### src/rtl/sram_array_ctrl.sv
// sram_array_ctrl: sequences precharge, wordline, bitline-drive and sense
// phases for a ROWS x COLS split-port SRAM array from a valid/ready request.
// Ports:
//   clk, rst_n                  clock, async active-low reset
//   req_valid/req_ready         request handshake (ready only when idle)
//   req_we/req_addr/req_wdata   request fields, captured at acceptance
//   row_wr/row_rd               one-hot write/read wordlines
//   bl_wr/blb_wr                write bitline drive, true/complement
//   precharge/sense_en          read bitline precharge, sense-amp enable
//   sa_out                      sense-amp outputs, sampled at end of SENSE
//   rd_valid/rd_data            read strobe and held read data
//   addr_err                    row address out of range, flagged in REC
module sram_array_ctrl #(
    parameter int unsigned ROWS    = 4,
    parameter int unsigned COLS    = 8,
    parameter int unsigned ADDR_W  = (ROWS > 1) ? $clog2(ROWS) : 1,
    parameter int unsigned PRE_CYC = 2,
    parameter int unsigned WL_CYC  = 3
) (
    input  logic              clk,
    input  logic              rst_n,
    input  logic              req_valid,
    output logic              req_ready,
    input  logic              req_we,
    input  logic [ADDR_W-1:0] req_addr,
    input  logic [COLS-1:0]   req_wdata,
    output logic [ROWS-1:0]   row_wr,
    output logic [ROWS-1:0]   row_rd,
    output logic [COLS-1:0]   bl_wr,
    output logic [COLS-1:0]   blb_wr,
    output logic              precharge,
    output logic              sense_en,
    input  logic [COLS-1:0]   sa_out,
    output logic              rd_valid,
    output logic [COLS-1:0]   rd_data,
    output logic              addr_err
);

    localparam int unsigned MAX_CYC = (PRE_CYC > WL_CYC) ? PRE_CYC : WL_CYC;
    localparam int unsigned CNT_W   = (MAX_CYC > 1) ? $clog2(MAX_CYC) : 1;
    localparam logic [ADDR_W:0] ROWS_L = (ADDR_W + 1)'(ROWS);

    typedef enum logic [2:0] {
        S_IDLE, S_SETUP, S_PRE, S_WL, S_SENSE, S_REC
    } state_e;

    state_e             state_q, state_d;
    logic [CNT_W-1:0]   cnt_q, cnt_d;
    logic               we_q, we_n;
    logic [ADDR_W-1:0]  addr_q, addr_n;
    logic [COLS-1:0]    wdata_q, wdata_n;
    logic               accept_c;

    logic [ROWS-1:0]    row_wr_d, row_rd_d;
    logic [COLS-1:0]    bl_wr_d, blb_wr_d, rd_data_d;
    logic               req_ready_d, precharge_d, sense_en_d, rd_valid_d, addr_err_d;

    assign accept_c = req_valid && (state_q == S_IDLE);

    // Request fields as seen by the operation starting or continuing next cycle
    assign we_n    = accept_c ? req_we    : we_q;
    assign addr_n  = accept_c ? req_addr  : addr_q;
    assign wdata_n = accept_c ? req_wdata : wdata_q;

    // State register and phase counter
    always_ff @(posedge clk or negedge rst_n) begin
        if (!rst_n) begin
            state_q <= S_IDLE;
            cnt_q   <= '0;
        end else begin
            state_q <= state_d;
            cnt_q   <= cnt_d;
        end
    end

    // Next-state and phase counter; counter reloads on every state change
    always_comb begin
        state_d = state_q;
        cnt_d   = cnt_q;
        case (state_q)
            S_IDLE:  if (req_valid) state_d = req_we ? S_SETUP : S_PRE;
            S_SETUP: state_d = S_WL;
            S_PRE:   if (cnt_q == '0) state_d = S_WL;
            S_WL:    if (cnt_q == '0) state_d = we_q ? S_REC : S_SENSE;
            S_SENSE: state_d = S_REC;
            S_REC:   state_d = S_IDLE;
            default: state_d = S_IDLE;
        endcase
        if (state_d != state_q) begin
            case (state_d)
                S_PRE:   cnt_d = CNT_W'(PRE_CYC - 1);
                S_WL:    cnt_d = CNT_W'(WL_CYC - 1);
                default: cnt_d = '0;
            endcase
        end else if (cnt_q != '0) begin
            cnt_d = cnt_q - CNT_W'(1);
        end
    end

    // Request capture at acceptance
    always_ff @(posedge clk or negedge rst_n) begin
        if (!rst_n) begin
            we_q    <= 1'b0;
            addr_q  <= '0;
            wdata_q <= '0;
        end else if (accept_c) begin
            we_q    <= req_we;
            addr_q  <= req_addr;
            wdata_q <= req_wdata;
        end
    end

    // Output decode from next state so registered outputs align with state_q
    always_comb begin
        logic            in_range;
        logic [ROWS-1:0] onehot;
        logic            drive;
        in_range    = ({1'b0, addr_n} < ROWS_L);
        onehot      = in_range ? (ROWS'(1) << addr_n) : '0;
        drive       = we_n && (state_d inside {S_SETUP, S_WL, S_REC});
        req_ready_d = (state_d == S_IDLE);
        row_wr_d    = (we_n && state_d == S_WL) ? onehot : '0;
        row_rd_d    = (!we_n && (state_d inside {S_WL, S_SENSE})) ? onehot : '0;
        bl_wr_d     = drive ? wdata_n  : '0;
        blb_wr_d    = drive ? ~wdata_n : '0;
        precharge_d = (state_d == S_PRE);
        sense_en_d  = (state_d == S_SENSE);
        rd_valid_d  = (state_d == S_REC) && !we_n;
        addr_err_d  = (state_d == S_REC) && !in_range;
        rd_data_d   = rd_data;
        // Out-of-range reads never raise a wordline, so return zero instead of sa_out
        if (state_q == S_SENSE) rd_data_d = in_range ? sa_out : '0;
    end

    // Output registers
    always_ff @(posedge clk or negedge rst_n) begin
        if (!rst_n) begin
            req_ready <= 1'b1;
            row_wr    <= '0;
            row_rd    <= '0;
            bl_wr     <= '0;
            blb_wr    <= '0;
            precharge <= 1'b0;
            sense_en  <= 1'b0;
            rd_valid  <= 1'b0;
            rd_data   <= '0;
            addr_err  <= 1'b0;
        end else begin
            req_ready <= req_ready_d;
            row_wr    <= row_wr_d;
            row_rd    <= row_rd_d;
            bl_wr     <= bl_wr_d;
            blb_wr    <= blb_wr_d;
            precharge <= precharge_d;
            sense_en  <= sense_en_d;
            rd_valid  <= rd_valid_d;
            rd_data   <= rd_data_d;
            addr_err  <= addr_err_d;
        end
    end

endmodule

### config.mk
export PLATFORM = sky130hd
export DESIGN_NAME = sram_array_ctrl
export DESIGN_NICKNAME = d
export VERILOG_FILES = /design/src/rtl/sram_array_ctrl.sv
export SDC_FILE = /design/constraint.sdc
export NUM_CORES = 1
export LEC_CHECK = 0
export ABC_CLOCK_PERIOD_IN_PS = 1700
export CAP_MARGIN = 10
export CORE_MARGIN = 10
export CORE_UTILIZATION = 43
export CTS_CLUSTER_SIZE = 24
export DETAILED_ROUTE_END_ITERATION = 7
export MAX_ROUTING_LAYER = met4
export PLACE_DENSITY = 0.8
export SLEW_MARGIN = 40
export SYNTH_ARGS = -nofsm -noshare
export SYNTH_HDL_FRONTEND = slang
export SYNTH_SLANG_ARGS = --single-unit
### constraint.sdc
create_clock -name clk -period 1.7 [get_ports clk]
set_input_delay 0.255 -clock clk [delete_from_list [all_inputs] [get_ports clk]]
set_output_delay 0.255 -clock clk [all_outputs]
set_load 0.01 [all_outputs]
==> results of run 1 <==
[kinds of logic (layout without fill, tap and decap cells)]
logic type                 Yosys count  in the layout  share of synthesized area [%]
buffers and inverters               17             91                          4.063
DFF                                 52             52                          61.31
adders and majority gates            1              1                         0.5888
AOI/OAI and AO/OA                   39             39                          12.78
and+or+nand+nor                     70             70                          16.37
other                                1              1                         0.1765
muxes                                9              9                          4.712
[synth_stat cells (2+ instances only)]
cell type  count  area share [%]
o21a_1         3             1.1
dfrtp_1       51              60
o22ai_1        9             2.6
buf_2          6             1.4
buf_4          2            0.71
o211ai_1       2            0.71
inv_1          5            0.88
nand3_1        4            0.94
nor3_1         5             1.2
nor2_1        11             1.9
mux2_2         8             4.2
a21oi_1        7             1.6
a22o_1         9             3.7
nor2b_1        2            0.59
nand3b_1       2            0.71
nand2_1       37             6.5
clkbuf_1       3            0.53
o21ai_0        3            0.71
[placed cells by master (no fill, tap or decap), drive strengths merged]
cell	count
nor2b	2
dfstp	1
inv	5
mux2	8
or3	1
nand3	4
dfrtp	51
nor3	6
o21a	3
mux2i	1
a21o	1
nand3b	2
o21bai	1
a21oi	7
clkinv	3
o311ai	1
nand4b	1
o22ai	9
o21ai	4
nand4	1
a22o	9
a22oi	2
o211ai	2
nand2	37
clkdlybuf4s50	56
or4b	1
nor2	13
ha	1
conb	1
clkbuf	5
nor3b	1
buf	21
nor4b	1
dlygate4sd3	1
[layer usage]
metal	vias up	track usage, %
met1	818	15.72
met3	5	3.491
li1	800	-
met2	52	20.70
met4	0	5.040
met5	-	-
[registers in the layout, summed over array words and instances, names as in the netlist, 2 cells and up]
| signal | count |
|---|---|
| bl_wr | 8 |
| blb_wr | 8 |
| rd_data | 8 |
| wdata_q | 8 |
| row_rd | 4 |
| row_wr | 4 |
| state_q | 3 |
| addr_q | 2 |
| cnt_q | 2 |
[stage by stage]
step	hold WS [ns]	total power, W	setup slack, ns	cells	instance area, um^2
6_report	0.4367	0.005141	0.07394	330	2973
5_1_grt	0.4877	0.005516	0.01106	330	2973
4_1_cts	0.4478	0.005170	0.04693	330	2967
3_5_place_dp	0.2415	0.004480	-0.1344	321	2869
3_3_place_gp	0.2411	0.004401	-0.09701	321	2869
2_1_floorplan	-0.04059	0.003253	0.06404	189	2125
[repair_timing]
action	in CTS	in global routing
gates resized for setup	0	1
hold buffers	1	0
endpoints found under the hold margin	21	0
endpoints found under the setup margin	0	16
buffers inserted	0	0
[power by group through the flow]
stage | logic, W | clock network (W) | registers [W]
2_1_floorplan | 0.00110 | 0 | 0.00216
3_3_place_gp | 0.00238 | 0 | 0.00202
3_5_place_dp | 0.00243 | 0 | 0.00205
4_1_cts | 0.00244 | 0.000707 | 0.00202
5_1_grt | 0.00267 | 0.000757 | 0.00209
6_report | 0.00243 | 0.000693 | 0.00202
[path summary, 6_finish.rpt]
path,end
min in group clk,blb_wr[3]$_DFF_PN0_
worst max register to register,row_wr[0]$_DFF_PN0_
max in group asynchronous,cnt_q[1]$_DFFE_PN0P_
worst min register to register,blb_wr[3]$_DFF_PN0_
worst min-delay path,rd_data[2]$_DFFE_PN0N_
worst max-delay path,row_wr[0]$_DFF_PN0_
[critical path, stage by stage, from the launching register on]
cell	delay [ns]
dfrtp_1	0.45
or4b_1	0.51
buf_4	0.20
nor3_2	0.13
o21ai_1	0.09
a21oi_1	0.18
[final cells by class]
class | count | area share (%)
Clock inverter | 3 | 0.6313
Sequential cell | 52 | 43.81
Timing Repair Buffer | 78 | 24.83
Multi-Input combinational cell | 120 | 24.96
Inverter | 5 | 0.6313
Clock buffer | 5 | 2.315
Tap cell | 67 | 2.820
==> results_dict.tcl, run 1 <==
set metrics [dict create \
    status "finished, final reports clean" \
    r2r_cells 5 \
    ir_worst_vdd_mv 0.6552 \
    die_height_um 90.29 \
    port-buffer-count 57 \
    cts_sinks 52 \
    power_switching_w 0.001834 \
    route.vias.total 1675 \
    ys_types 38 \
    firstDrtPassIters 4 \
    grt_max_degree 25 \
    synth_edf_count 0 \
    track_usage_pct 13.13 \
    nets 285 \
    coreArea_um2 4755 \
    seq_area_frac_synth_pct 61.31 \
    p_per_area_nw_per_um2 1729 \
    wl_per_cell_um 15.11 \
    end_kind "flip-flop" \
    setup_viol 0 \
    synth.net_count 212 \
    crit_start "state_q[0]$_DFF_PN0_" \
    dr.first_iter.drc_count 84 \
    multi_input_area_um2 742.0 \
    h-tree-depth 2 \
    drt-vias-per-instance 5.076 \
    timing.setup.tns_ns 0 \
    met3RoutedLength_um 238 \
    seqPwrFrac_pct 39.3 \
    ys.flop_type "dfrtp_1" \
    fin_crit_sh_pct 95.65 \
    startpoint_type "flip-flop" \
    cp.required_ns 1.92 \
    rrSetupSlack_ns 0.07 \
    maxSlewViolCount 0 \
    cts_buffers 5 \
    top_layer_used "met4" \
    die_x_um 90.29 \
    avgSynthCellArea_um2 11.24 \
    rr_startpoint "state_q[0]$_DFF_PN0_" \
    fillers 393 \
    pwr-share-clk_pct 13.5 \
    grt_pass1_wl_mm 8.452 \
    synthCells 189 \
    p_sw_share_pct 35.67 \
    clock-root-buffer "clkbuf_8" \
    clk_pin_slew_ns 0.09 \
    dr_wl_met2_mm 2.419 \
    clk_latency_ns 0.31 \
    drive_above_1_share_pct 16.73 \
    arrival_ns 1.85 \
    die_area_um2 8152 \
    path_max_fanout 10 \
    fin_skew_ns 0.01158 \
    p_comb_share_pct 47.2 \
    fmax_mhz 615.0 \
    clock_path_buffers 2 \
    rsz0062_at_grt "no" \
    grt-ovfl-total 0 \
    start_util_pct 44.68 \
    dp_hpwl_mm 3.824 \
    netlist_area_um2 2125 \
    intPower_w 0.003307 \
    hold_viol 0 \
    p_leak_nw 1.354 \
    num_io_pins 59 \
    cts_tree "yes" \
    ys_ff_latch 52 \
    hp-class "input port to asynchronous set/reset pin" \
    routabilityCongestion 0.8416 \
    regArea_um2 1303 \
    drt_wl_total_mm 4.986 \
    num_antenna_cells 0 \
    antenna_found_initial 0 \
    worstSetupPathType "flip-flop to flip-flop" \
    async_flop_share_pct 100.0 \
    ant_nets 0 \
    drv_cap 0 \
    yosys_warnings 0 \
    grt_pass1_vias 1691 \
    rows 25 \
    final_util_pct 62.53 \
    syn2layout_area_growth_pct 39.93 \
    drt-met1-wl_mm 2.250 \
    finalCriticalPeriod_ns 1.626 \
    drc_errors 0 \
]
Note: power is estimated with default switching activity, not from simulation.
==> inputs of run 2 (changes only) <==
--- a/config.mk
+++ b/config.mk
@@ -7,12 +7,12 @@
 export LEC_CHECK = 0
 export ABC_CLOCK_PERIOD_IN_PS = 1700
 export CAP_MARGIN = 10
-export CORE_MARGIN = 10
-export CORE_UTILIZATION = 43
+export CORE_MARGIN = 3
+export CORE_UTILIZATION = 30
 export CTS_CLUSTER_SIZE = 24
 export DETAILED_ROUTE_END_ITERATION = 7
 export MAX_ROUTING_LAYER = met4
-export PLACE_DENSITY = 0.8
+export PLACE_DENSITY = 0.6
 export SLEW_MARGIN = 40
 export SYNTH_ARGS = -nofsm -noshare
 export SYNTH_HDL_FRONTEND = slang
==> results_dict.tcl, run 2 (same netlist as run 1, synthesis figures left out) <==
set metrics [dict create \
    cts_buffers 5 \
    firstDrtPassIters 4 \
    final_cell_mix "56 x clkdlybuf4s50_1, 51 x dfrtp_1, 37 x nand2_1, 17 x buf_4, 11 x nor2_1" \
    layout_commonest_cell "clkdlybuf4s50_1" \
    crit_path_top_delay_cell "dfstp_2" \
    drt-vias-per-instance 4.485 \
    coreArea_um2 6832 \
    nets 283 \
    post-place-ws_ns -0.1512 \
    antenna_found_initial 0 \
    dr.first_iter.drc_count 69 \
    hold_viol 0 \
    hp-class "input port to asynchronous set/reset pin" \
    clk_pin_slew_ns 0.09 \
    final_cell_count_no_fill 357 \
    maxSlewViolCount 0 \
    routabilityCongestion 0.8202 \
    p_per_area_nw_per_um2 1722 \
    cts_tree "yes" \
    clk_latency_ns 0.30 \
    drc_errors 0 \
    ir_worst_vdd_mv 0.5606 \
    ant_nets 0 \
    r2r_cells 6 \
    rrSetupSlack_ns 0.1 \
    die_x_um 90.16 \
    grt_max_degree 53 \
    die_area_um2 8128 \
    port-buffer-count 57 \
    startpoint_type "flip-flop" \
    dp.cells 348 \
    fmax_mhz 624.2 \
    rr_startpoint "cnt_q[0]$_DFFE_PN0P_" \
    cts_sinks 52 \
    wl_per_cell_um 12.69 \
    grt_pass1_wl_mm 7.969 \
    track_usage_pct 12.37 \
    status "finished, final reports clean" \
    rows 30 \
    postCtsSetupBuffers 0 \
    p_leak_nw 1.345 \
    drt_wl_total_mm 4.530 \
    clock-root-buffer "clkbuf_8" \
    route.vias.total 1601 \
    worstPathBufferInverterCount 1 \
    rsz0062_at_grt "no" \
    die_height_um 90.16 \
    setup_viol 0 \
    finalCriticalPeriod_ns 1.602 \
    num_io_pins 59 \
    grt-ovfl-total 0 \
    worstSetupPathType "flip-flop to primary output" \
    drive_above_1_share_pct 16.48 \
    cp.required_ns 1.44 \
    fin_crit_sh_pct 94.24 \
    num_antenna_cells 0 \
    max_stage_delay_ns 0.53 \
    clock_path_buffers 2 \
    drv_cap 0 \
    h-tree-depth 2 \
    dp_hpwl_mm 3.251 \
    path_max_fanout 1 \
    arrival_ns 1.35 \
    crit_chain "clkdlybuf4s50_1" \
    grt_pass1_vias 1626 \
    critPathTopFamily "flip-flops" \
    end_kind "primary output" \
    start_util_pct 31.10 \
    fin_ws_ns 0.09785 \
    syn2layout_area_growth_pct 41.81 \
    fin_skew_ns 0.007853 \
    r2r_end "bl_wr[2]$_DFF_PN0_" \
]
==> run 2: changes by cell type in the layout (fill, tap and decap cells not counted) <==
cell / previous run / this run
buf_4: 19 / 17
a22o_1: 9 / 8
a22o_2: 0 / 1
bufinv_16: 0 / 1
clkinv_2: 2 / 1
clkinv_4: 1 / 0
clkinvlp_4: 0 / 1
nor3b_2: 0 / 1
nor3b_4: 1 / 0
==> run 2: worst max path at each step <==
stage	from	endpoint	slack (ns)	cells after the start
2_1_floorplan	cnt_q[0]$_DFFE_PN0P_	row_wr[2]$_DFF_PN0_	0.06	8
3_3_place_gp	req_valid	bl_wr[1]$_DFF_PN0_	-0.12	5
3_5_place_dp	req_valid	row_wr[2]$_DFF_PN0_	-0.15	6
4_1_cts	state_q[1]$_DFF_PN0_	bl_wr[2]$_DFF_PN0_	0.07	5
5_1_grt	state_q[2]$_DFF_PN0_	bl_wr[4]$_DFF_PN0_	0.02	4
6_report	req_ready$_DFF_PN1_	req_ready	0.1	1
==> run 2: area by class of cell <==
type / count / area [um^2]
multi-input cells: 120 / 737.0
well taps: 96 / 120.1
repair buffers: 76 / 723.2
inverters: 5 / 18.77
clock inverters: 3 / 42.54
clock buffers: 5 / 68.82
fillers: 676 / 3819
flip-flops and latches: 52 / 1303
==> run 2: repair_timing <==
| item | 4_1_cts | 5_1_grt |
|---|---|---|
| hold buffers | 1 | 0 |
| hold endpoints to repair | 51 | 0 |
| setup endpoints to repair | 0 | 6 |
| resized for setup | 0 | 1 |
==> run 2: routing by layer <==
layer | routed length (um) | GRT usage [%] | vias to the layer above | share of wire, %
met5 | 0 | - | - | 0
met4 | 46 | 3.061 | 0 | 1.0
met3 | 226 | 3.431 | 5 | 5.0
met2 | 2147 | 19.23 | 41 | 47
met1 | 2109 | 16.10 | 766 | 47
li1 | - | - | 789 | -
==> run 2: report_power, final <==
| part | leakage, nW | internal (W) | switching (W) | total (W) |
|---|---|---|---|---|
| combinational | 0.619 | 0.00125 | 0.00111 | 0.00236 |
| clock | 0.0541 | 0.000436 | 0.000393 | 0.000829 |
| sequential | 0.672 | 0.00174 | 0.000252 | 0.00200 |
| total | 1.34 | 0.00343 | 0.00176 | 0.00519 |
==> run 2: through the flow <==
| step | setup TNS [ns] | hold slack [ns] | instance area [um^2] | power (W) | utilization (%) |
|---|---|---|---|---|---|
| after floorplan | 0 | -0.04059 | 2125 | 0.003253 | - |
| after global placement | -2.226 | 0.2700 | 2890 | 0.004380 | 42.31 |
| after detailed placement | -2.661 | 0.2661 | 2890 | 0.004406 | 42.31 |
| after CTS | 0 | 0.4784 | 3012 | 0.005242 | 44.08 |
| after global routing | 0 | 0.4917 | 3013 | 0.005590 | 44.10 |
| final | 0 | 0.4735 | 3013 | 0.005187 | 44.10 |
==> inputs of run 3 (changes only) <==
--- a/config.mk
+++ b/config.mk
@@ -8,11 +8,11 @@
 export ABC_CLOCK_PERIOD_IN_PS = 1700
 export CAP_MARGIN = 10
 export CORE_MARGIN = 3
-export CORE_UTILIZATION = 30
+export CORE_UTILIZATION = 43
 export CTS_CLUSTER_SIZE = 24
 export DETAILED_ROUTE_END_ITERATION = 7
 export MAX_ROUTING_LAYER = met4
-export PLACE_DENSITY = 0.6
+export PLACE_DENSITY = 0.8
 export SLEW_MARGIN = 40
 export SYNTH_ARGS = -nofsm -noshare
 export SYNTH_HDL_FRONTEND = slang
==> results_dict.tcl, run 3 (same netlist as run 1, synthesis figures left out) <==
set metrics [dict create \
    drt-vias-per-instance 5.042 \
    rr_startpoint "state_q[0]$_DFF_PN0_" \
    finalCriticalPeriod_ns 1.615 \
    worstSetupPathType "flip-flop to flip-flop" \
    dr.first_iter.drc_count 83 \
    drc_errors 0 \
    fin_crit_sh_pct 95.03 \
    firstDrtPassIters 4 \
    path_max_fanout 9 \
    nets 290 \
    clk_pin_slew_ns 0.10 \
    clock_path_buffers 2 \
    die_area_um2 5820 \
    grt_max_degree 22 \
    num_antenna_cells 0 \
    route.vias.total 1679 \
    antenna_found_initial 0 \
    start_util_pct 46.55 \
    end_kind "flip-flop" \
    ir_worst_vdd_mv 0.7073 \
    drive_above_1_share_pct 18.66 \
    drv_cap 0 \
    p_leak_nw 1.378 \
    track_usage_pct 16.88 \
    wl_per_cell_um 13.55 \
    setup_viol 0 \
    fmax_mhz 619.0 \
    dp_hpwl_mm 3.411 \
    arrival_ns 1.84 \
    startpoint_type "flip-flop" \
    multi_input_area_um2 737.0 \
    grt_pass1_vias 1657 \
    hp-class "input port to asynchronous set/reset pin" \
    p_per_area_nw_per_um2 1749 \
    cts_buffers 5 \
    hold_viol 0 \
    status "finished, final reports clean" \
    h-tree-depth 2 \
    die_x_um 76.29 \
    port-buffer-count 57 \
    fin_skew_ns 0.01117 \
    cts_tree "yes" \
    routabilityCongestion 0.8346 \
    drt_wl_total_mm 4.512 \
    layout_commonest_cell "clkdlybuf4s50_1" \
    regArea_um2 1304 \
    syn2layout_area_growth_pct 42.52 \
    coreArea_um2 4564 \
    clk_latency_ns 0.30 \
    crit_start "state_q[0]$_DFF_PN0_" \
    cts_sinks 52 \
    maxSlewViolCount 0 \
    num_io_pins 59 \
    die_height_um 76.29 \
    final_cell_mix "56 x clkdlybuf4s50_1, 50 x dfrtp_1, 37 x nand2_1, 24 x buf_4, 11 x nor2_1" \
    finalPower_w 0.005295 \
    rsz0062_at_grt "no" \
    fin_ws_ns 0.08455 \
    clock-root-buffer "clkbuf_8" \
    cp.required_ns 1.92 \
    rows 24 \
    fillers 374 \
    grt-ovfl-total 0 \
    ant_nets 0 \
    post-place-ws_ns -0.1413 \
    grt_pass1_wl_mm 7.817 \
]
-- run 3: cell types whose count changed in the layout (fill, tap and decap cells not counted), sizes merged --
cell	before	now
clkinvlp	1	0
inv	5	6
buf	19	26
clkbuf	5	6
clkinv	1	0
-- run 3: metal layers --
layer | track usage (%) | routed length, um
met2 | 27.15 | 2168
met3 | 3.191 | 187
met4 | 4.891 | 38
met5 | - | 0
met1 | 21.90 | 2117
-- run 3: worst max-delay path, stage by stage (launching register included) --
cell,delay (ns)
dfrtp_2,0.45
or4b_1,0.52
buf_4,0.20
nor3_2,0.14
o21ai_1,0.10
a21oi_1,0.15
-- run 3: where the power goes --
group	internal, W	switching, W
logic	0.00131	0.00113
registers	0.00175	0.000274
clock network	0.000445	0.000387
-- run 3: final timing paths --
check                                         end  slack [ns]  cells past startpoint
min in group clk              blb_wr[4]$_DFF_PN0_        0.48                      1
max in group asynchronous  rd_data[6]$_DFFE_PN0N_        0.72                      3
hold reg to reg               blb_wr[4]$_DFF_PN0_        0.48                      1
setup reg to reg              row_wr[0]$_DFF_PN0_        0.08                      5
setup / recovery              row_wr[0]$_DFF_PN0_        0.08                      5
hold / removal                row_wr[2]$_DFF_PN0_        0.44                      2
-- run 3: layout make-up --
class	instances	share of cell area, %
clock inverters	2	1.281
inverters	5	0.6198
repair buffers	83	25.62
clock buffers	6	2.397
multi-input cells	120	24.34
flip-flops and latches	52	43.06
well taps	65	2.686
-- run 3: stage by stage --
step / util, % / instance area [um^2] / hold slack, ns / TNS (ns) / instances
floorplan: - / 2125 / -0.04059 / 0 / 189
global placement: 63.46 / 2897 / 0.2334 / -1.676 / 323
global route: 66.34 / 3028 / 0.4591 / 0 / 333
finish: 66.34 / 3028 / 0.4391 / 0 / 333
CTS: 66.12 / 3018 / 0.4562 / 0 / 332
detailed placement: 63.46 / 2897 / 0.2360 / -2.132 / 323
-- run 3: what timing repair did --
action | in CTS | in global routing
hold endpoints to repair | 17 | 0
hold buffers | 1 | 0
resized for setup | 0 | 2
setup endpoints to repair | 0 | 8
buffers inserted | 0 | 1
